$ cat src/rtl/alu_seq_pkg.sv
// Shared types and constants for the ALU instruction sequencer and its op consumers.
package alu_seq_pkg;

  typedef enum logic [1:0] {
    ST_IDLE = 2'b00,
    ST_RD   = 2'b01,
    ST_EX   = 2'b10,
    ST_WB   = 2'b11
  } seq_state_t;

  localparam logic [3:0] ALU_ADD  = 4'b0000;
  localparam logic [3:0] ALU_SUB  = 4'b1000;
  localparam logic [3:0] ALU_SLL  = 4'b0001;
  localparam logic [3:0] ALU_SLT  = 4'b0010;
  localparam logic [3:0] ALU_SLTU = 4'b0011;
  localparam logic [3:0] ALU_XOR  = 4'b0100;
  localparam logic [3:0] ALU_SRL  = 4'b0101;
  localparam logic [3:0] ALU_SRA  = 4'b1101;
  localparam logic [3:0] ALU_OR   = 4'b0110;
  localparam logic [3:0] ALU_AND  = 4'b0111;

  localparam logic [6:0] OPC_RTYPE = 7'b0110011;
  localparam logic [6:0] F7_BASE   = 7'b0000000;
  localparam logic [6:0] F7_ALT    = 7'b0100000;

  typedef struct packed {
    logic [4:0] rs1;
    logic [4:0] rs2;
    logic [4:0] rd;
    logic [3:0] alu_op;
    logic       legal;
  } decode_t;

  // An op code is executable only if the ALU implements it.
  function automatic logic op_supported(input logic [3:0] op);
    case (op)
      ALU_ADD, ALU_SUB, ALU_SLL, ALU_SLT, ALU_SLTU,
      ALU_XOR, ALU_SRL, ALU_SRA, ALU_OR, ALU_AND: op_supported = 1'b1;
      default:                                    op_supported = 1'b0;
    endcase
  endfunction

endpackage

$ cat src/rtl/rtype_decoder.sv
// Combinational RISC-V R-type decoder: instruction word to register addresses, ALU op and legality.
module rtype_decoder
  import alu_seq_pkg::*;
(
  input  logic [31:0] instr,
  output decode_t     dec
);

  logic [6:0] funct7;
  logic [3:0] op;

  assign funct7 = instr[31:25];
  assign op     = {instr[30], instr[14:12]};

  // funct7 selects base vs alternate encodings; the op set then rules out alt forms other than SUB/SRA.
  always_comb begin
    dec.rs1    = instr[19:15];
    dec.rs2    = instr[24:20];
    dec.rd     = instr[11:7];
    dec.alu_op = op;
    dec.legal  = (instr[6:0] == OPC_RTYPE) &&
                 ((funct7 == F7_BASE) || (funct7 == F7_ALT)) &&
                 op_supported(op);
  end

endmodule

$ cat src/rtl/alu_instr_sequencer.sv
// Accepts R-type instructions and steps the register-file/ALU datapath through read, execute, write-back.
// Optional macro ALU_SEQ_FLAG_CAPTURE_EN builds the ALU flag capture register behind flags_q.
module alu_instr_sequencer
  import alu_seq_pkg::*;
#(
  parameter int RETIRE_W = 32
) (
  input  logic                clk,
  input  logic                rst,
  input  logic                in_valid,
  input  logic [31:0]         in_instr,
  output logic                in_ready,
  input  logic [3:0]          alu_flags,
  output logic [4:0]          r_addr_a,
  output logic [4:0]          r_addr_b,
  output logic [4:0]          w_addr,
  output logic [3:0]          alu_op,
  output logic                w_en,
  output logic                reg_clk,
  output logic                alu_clk,
  output logic                done,
  output logic                illegal,
  output logic [RETIRE_W-1:0] retired,
  output logic [3:0]          flags_q
);

  seq_state_t state_q, state_d;
  logic [31:0] instr_q;
  decode_t     dec_q, dec_in;
  logic        accept, write_ok;
  logic        reg_clk_d, alu_clk_d, w_en_d, done_d, illegal_d;

  // The latched copy drives the datapath; the live decode only decides the first read strobe.
  rtype_decoder u_dec_q  (.instr(instr_q),  .dec(dec_q));
  rtype_decoder u_dec_in (.instr(in_instr), .dec(dec_in));

  logic unused_dec_in;
  assign unused_dec_in = ^{dec_in.rs1, dec_in.rs2, dec_in.rd, dec_in.alu_op};

  assign in_ready = (state_q == ST_IDLE);
  assign accept   = in_valid && in_ready;
  assign write_ok = dec_q.legal && (dec_q.rd != 5'd0);
  assign r_addr_a = dec_q.rs1;
  assign r_addr_b = dec_q.rs2;
  assign w_addr   = dec_q.rd;
  assign alu_op   = dec_q.alu_op;

  // Strobe values are computed for the state being entered so they appear as flop outputs there.
  always_comb begin
    state_d   = state_q;
    reg_clk_d = 1'b0;
    alu_clk_d = 1'b0;
    w_en_d    = 1'b0;
    done_d    = 1'b0;
    illegal_d = 1'b0;
    case (state_q)
      ST_IDLE: begin
        if (accept) begin
          state_d   = ST_RD;
          reg_clk_d = dec_in.legal;
        end
      end
      ST_RD: begin
        state_d   = ST_EX;
        alu_clk_d = dec_q.legal;
        w_en_d    = write_ok;
      end
      ST_EX: begin
        state_d   = ST_WB;
        reg_clk_d = dec_q.legal;
        w_en_d    = write_ok;
      end
      ST_WB: begin
        state_d   = ST_IDLE;
        done_d    = 1'b1;
        illegal_d = !dec_q.legal;
      end
      default: state_d = ST_IDLE;
    endcase
  end

  always_ff @(posedge clk or posedge rst) begin
    if (rst) begin
      state_q <= ST_IDLE;
      reg_clk <= 1'b0;
      alu_clk <= 1'b0;
      w_en    <= 1'b0;
      done    <= 1'b0;
      illegal <= 1'b0;
    end else begin
      state_q <= state_d;
      reg_clk <= reg_clk_d;
      alu_clk <= alu_clk_d;
      w_en    <= w_en_d;
      done    <= done_d;
      illegal <= illegal_d;
    end
  end

  always_ff @(posedge clk or posedge rst) begin
    if (rst) begin
      instr_q <= 32'd0;
      retired <= '0;
    end else begin
      if (accept) begin
        instr_q <= in_instr;
      end
      if (state_q == ST_WB && dec_q.legal) begin
        retired <= retired + RETIRE_W'(1);
      end
    end
  end

`ifdef ALU_SEQ_FLAG_CAPTURE_EN
  always_ff @(posedge clk or posedge rst) begin
    if (rst) begin
      flags_q <= 4'd0;
    end else if (state_q == ST_WB && dec_q.legal) begin
      flags_q <= alu_flags;
    end
  end
`else
  logic unused_flags;
  assign unused_flags = ^alu_flags;
  assign flags_q      = 4'd0;
`endif

endmodule

$ cat config.mk
export PLATFORM = sky130hd
export DESIGN_NAME = alu_instr_sequencer
export DESIGN_NICKNAME = d
export VERILOG_FILES = /design/src/rtl/alu_seq_pkg.sv /design/src/rtl/rtype_decoder.sv /design/src/rtl/alu_instr_sequencer.sv
export SDC_FILE = /design/constraint.sdc
export NUM_CORES = 1
export LEC_CHECK = 0
export CAP_MARGIN = 20
export CORE_ASPECT_RATIO = 1.75
export CORE_MARGIN = 2
export CORE_UTILIZATION = 45
export DETAILED_ROUTE_END_ITERATION = 7
export PLACE_DENSITY = 0.77
export SYNTH_ARGS = -nofsm -noshare
export SYNTH_HDL_FRONTEND = slang
export SYNTH_SLANG_ARGS = --single-unit
export TNS_END_PERCENT = 1
$ cat constraint.sdc
create_clock -name clk -period 2.64 [get_ports clk]
set_input_delay 0.264 -clock clk [delete_from_list [all_inputs] [get_ports clk]]
set_output_delay 0.264 -clock clk [all_outputs]
set_load 0.05 [all_outputs]
==> impl_metrics.xml <==
<?xml version="1.0" encoding="UTF-8"?>
<metrics>
  <group name="status">
    <metric name="result_of_the_run" unit="">finished, final reports clean</metric>
  </group>
  <group name="worst_setup_path">
    <metric name="setup.worst_path.start" unit="">instr_q[26]</metric>
    <metric name="max_stage_delay" unit="ns">0.53</metric>
    <metric name="cp_slowest_cell" unit="">or4_4</metric>
    <metric name="path_buf_inv" unit="">1</metric>
    <metric name="worst-setup-path-type" unit="">flop to flop</metric>
    <metric name="cpLargestDelayFamily" unit="">simple AND/OR/NAND/NOR gates</metric>
    <metric name="path_depth" unit="">6</metric>
    <metric name="cp_max_fo" unit="">9</metric>
    <metric name="timing.critical_path.required" unit="ns">2.90</metric>
    <metric name="crit_path_cell_trace" unit="">or4_4 -&gt; or3_4 -&gt; or4_1 -&gt; buf_4 -&gt; nor4_2 -&gt; xor2_1</metric>
    <metric name="worst_r2r_startpoint" unit="">instr_q[26]</metric>
    <metric name="end_kind" unit="">flop</metric>
    <metric name="worstPathArrival" unit="ns">2.71</metric>
    <metric name="crit_path_start_kind" unit="">flop</metric>
    <metric name="r2r_cells" unit="">6</metric>
  </group>
  <group name="pwr">
    <metric name="internal-power" unit="uW">2730</metric>
    <metric name="switching_share" unit="%">36.0</metric>
    <metric name="finalPower" unit="uW">4270</metric>
    <metric name="net-switching-power" unit="uW">1540</metric>
    <metric name="pwr-share-seq" unit="%">36.1</metric>
    <metric name="irDropWorstVdd" unit="mV">0.722</metric>
    <metric name="comb_power_share" unit="%">38.0</metric>
    <metric name="clock_power_share" unit="%">25.9</metric>
    <metric name="power-per-cell-area" unit="mW/mm2">951</metric>
    <metric name="static-leakage-power" unit="uW">0.00195</metric>
  </group>
  <group name="place">
    <metric name="hpwl" unit="mm">5.09</metric>
    <metric name="port-buffer-count" unit="">91</metric>
    <metric name="gpl.final_weighted_congestion" unit="">0.795</metric>
    <metric name="dpl_ws" unit="ns">0.0486</metric>
    <metric name="place.detailed.instances" unit="">425</metric>
  </group>
  <group name="routing">
    <metric name="antenna_left" unit="">0</metric>
    <metric name="drc_marker_count_from_the_first_detailed_route_iteration" unit="">126</metric>
    <metric name="post_drt_via_cell_ratio" unit="">5.21</metric>
    <metric name="drcViolationCount" unit="">0</metric>
    <metric name="drt-wirelength-per-cell" unit="um">15.3</metric>
    <metric name="via_count" unit="">2298</metric>
    <metric name="finalWirelength" unit="mm">6.73</metric>
    <metric name="firstDrtPassIters" unit="">4</metric>
  </group>
  <group name="layout">
    <metric name="most-common-layout-cells" unit="">clkdlybuf4s50_1 (91), dfrtp_1 (71), mux2_2 (34)</metric>
    <metric name="register_area" unit="mm2">0.00178</metric>
    <metric name="final_common_cell" unit="">clkdlybuf4s50_1</metric>
    <metric name="antenna_cells_inserted" unit="">0</metric>
    <metric name="drive_gt1_share" unit="%">19.4</metric>
    <metric name="fillCellCount" unit="">604</metric>
    <metric name="num-nets-final" unit="">395</metric>
    <metric name="areaGrowthSynthToFinish" unit="%">35.1</metric>
    <metric name="finalNonFillerCells" unit="">441</metric>
    <metric name="multiInputGateArea" unit="mm2">0.00134</metric>
  </group>
  <group name="clock_network">
    <metric name="clkTransAtPathRegs" unit="ns">0.05</metric>
    <metric name="ctsRootBufferMaster" unit="">clkbuf_16</metric>
    <metric name="postCtsSetupRepairBufs" unit="">0</metric>
    <metric name="clock-sinks" unit="">71</metric>
    <metric name="clk_path_buf_depth" unit="">2</metric>
    <metric name="worst_skew_pair.late_latency" unit="ns">0.33</metric>
    <metric name="cts_tree" unit="">yes</metric>
    <metric name="numCtsBuffers" unit="">9</metric>
    <metric name="h-tree-depth" unit="">3</metric>
  </group>
  <group name="global_route">
    <metric name="wire_length_of_the_first_global_routing_pass" unit="mm">11.5</metric>
    <metric name="antenna_found_initial" unit="">0</metric>
    <metric name="grt.overflow.total" unit="">0</metric>
    <metric name="global_route_usage_over_all_layers" unit="%">18.9</metric>
    <metric name="via_count_of_the_first_global_routing_pass" unit="">2441</metric>
    <metric name="maximum_number_of_pins_on_one_net_before_global_route_repair" unit="">42</metric>
  </group>
  <group name="sta">
    <metric name="layout_worst_path_cycle_share" unit="%">93.0</metric>
    <metric name="timing_worst_slew_pin_value" unit="ns">0.668</metric>
    <metric name="maxSlewViolCount" unit="">0</metric>
    <metric name="post-route-min-period" unit="ns">2.46</metric>
    <metric name="hold_viol" unit="">0</metric>
    <metric name="worst_slack" unit="ns">0.184</metric>
    <metric name="tns" unit="ns">0</metric>
    <metric name="max-slew-margin-rel" unit="%">55.4</metric>
    <metric name="rsz_0062_raised_after_global_routing" unit="">false</metric>
    <metric name="clock.fmax" unit="GHz">0.407</metric>
    <metric name="final.hold.worst_slack" unit="ns">0.353</metric>
    <metric name="setup_viol_count_final" unit="">0</metric>
    <metric name="setup_clock_skew_after_layout" unit="ns">0.00433</metric>
  </group>
  <group name="logic_synthesis">
    <metric name="synth_top_family_by_area" unit="">simple AND/OR/NAND/NOR gates</metric>
    <metric name="dominantRegCellSynth" unit="">dfrtp_1</metric>
    <metric name="synth.avg_cell_area" unit="um2">12.5</metric>
    <metric name="ys_seq_area_share" unit="%">53.4</metric>
    <metric name="xor_xnor_cell_area_share_of_the_yosys_netlist" unit="%">8.69</metric>
    <metric name="synthesis.instances" unit="">267</metric>
    <metric name="synth-warning-count" unit="">0</metric>
    <metric name="number_of_enable_flip_flop_cells_after_synthesis" unit="">0</metric>
    <metric name="postSynth.asyncResetShare" unit="%">100</metric>
    <metric name="postSynthRegisterBits" unit="">71</metric>
    <metric name="synth_compound_gate_area_share" unit="%">1.05</metric>
    <metric name="synth_cell_types" unit="">40</metric>
    <metric name="synth_adder_area_share" unit="%">2.26</metric>
    <metric name="post_synthesis_simple_gate_area_fraction" unit="%">16.3</metric>
    <metric name="synthMuxAreaShare" unit="%">11.5</metric>
    <metric name="post_synth_instance_area" unit="mm2">0.00333</metric>
  </group>
  <group name="die">
    <metric name="core" unit="mm2">0.00718</metric>
    <metric name="dieHeight" unit="um">118</metric>
    <metric name="design.portCount" unit="">100</metric>
    <metric name="die_width" unit="um">69.0</metric>
    <metric name="design.die.area" unit="mm2">0.00812</metric>
    <metric name="rows" unit="">41</metric>
    <metric name="floorplan.initialDensity" unit="%">46.3</metric>
  </group>
  <group name="min_path">
    <metric name="min_path_type" unit="">input pin to asynchronous set/reset pin</metric>
  </group>
  <group name="flow_run">
    <metric name="drv_cap" unit="">0</metric>
  </group>
</metrics>
## registers in the layout, summed over array words and instances (netlist names)
signal	count
state_q	2
illegal	1
alu_clk	1
retired	32
w_en	1
done	1
reg_clk	1
instr_q	32
## through the flow
step	util (%)	cell area (um2)
floorplan	-	3340
global placement	58.7	4220
detailed placement	58.7	4220
CTS	62.5	4490
global route	62.5	4490
finish	62.5	4490
## routing by layer
metal / up-vias / wire, um / global-route usage [%] / share of wire (%)
li1: 1073 / - / - / -
met1: 1134 / 2470 / 21.3 / 37
met2: 79 / 3740 / 32.5 / 56
met3: 12 / 377 / 4.59 / 5.6
met4: 0 / 139 / 8.21 / 2.1
met5: - / 0 / 0 / 0
## layout make-up
cell class,count,share of cell area (%)
clock buffers,16,6.04
inverters,5,0.418
multi-input cells,165,29.9
flip-flops and latches,71,39.6
well taps,86,2.40
repair buffers,98,21.7
## cell usage after synthesis, types with 3 or more instances
cell	count	area, um2
xor2_1	16	140
nor4_1	4	25.0
and3_1	3	18.8
nand3_1	12	60.1
buf_4	23	173
xnor2_1	17	149
dfrtp_1	71	1780
ha_1	6	75.1
mux2_2	34	383
nand4_1	9	56.3
buf_1	3	11.3
nand2_1	15	56.3
inv_1	5	18.8
nor2_1	7	26.3
nor3_1	9	45.0
nor4_2	4	50.1
## power by group through the flow
stage	logic, uW	clock network [uW]	registers [uW]
floorplan	1320	0	1570
global placement	1620	0	1550
detailed placement	1640	0	1560
CTS	1650	1120	1540
global route	1720	1180	1580
finish	1620	1110	1540
## path summary, 6_finish.rpt
check | to | slack [ns]
max | retired[27] | 0.18
min | retired[11] | 0.35
max reg2reg | retired[27] | 0.18
min reg2reg | retired[31] | 0.47
max in group asynchronous | w_en | 1.64
min in group clk | retired[31] | 0.47
## cell families after synthesis
family	after synthesis
AO/OA/AOI/OAI	5
XOR/XNOR	33
adder cells (fa/ha/maj)	6
buffers and inverters	34
flip-flops	71
multiplexers	34
other	1
AND/OR/NAND/NOR	83
## what timing repair did
item                                    4_1_cts  5_1_grt
endpoints found under the setup margin        0        2
hold endpoints to repair                      0        0
hold buffers                                  0        0
resized for setup                             0        1
No activity file was read; power rests on OpenSTA's default activity.
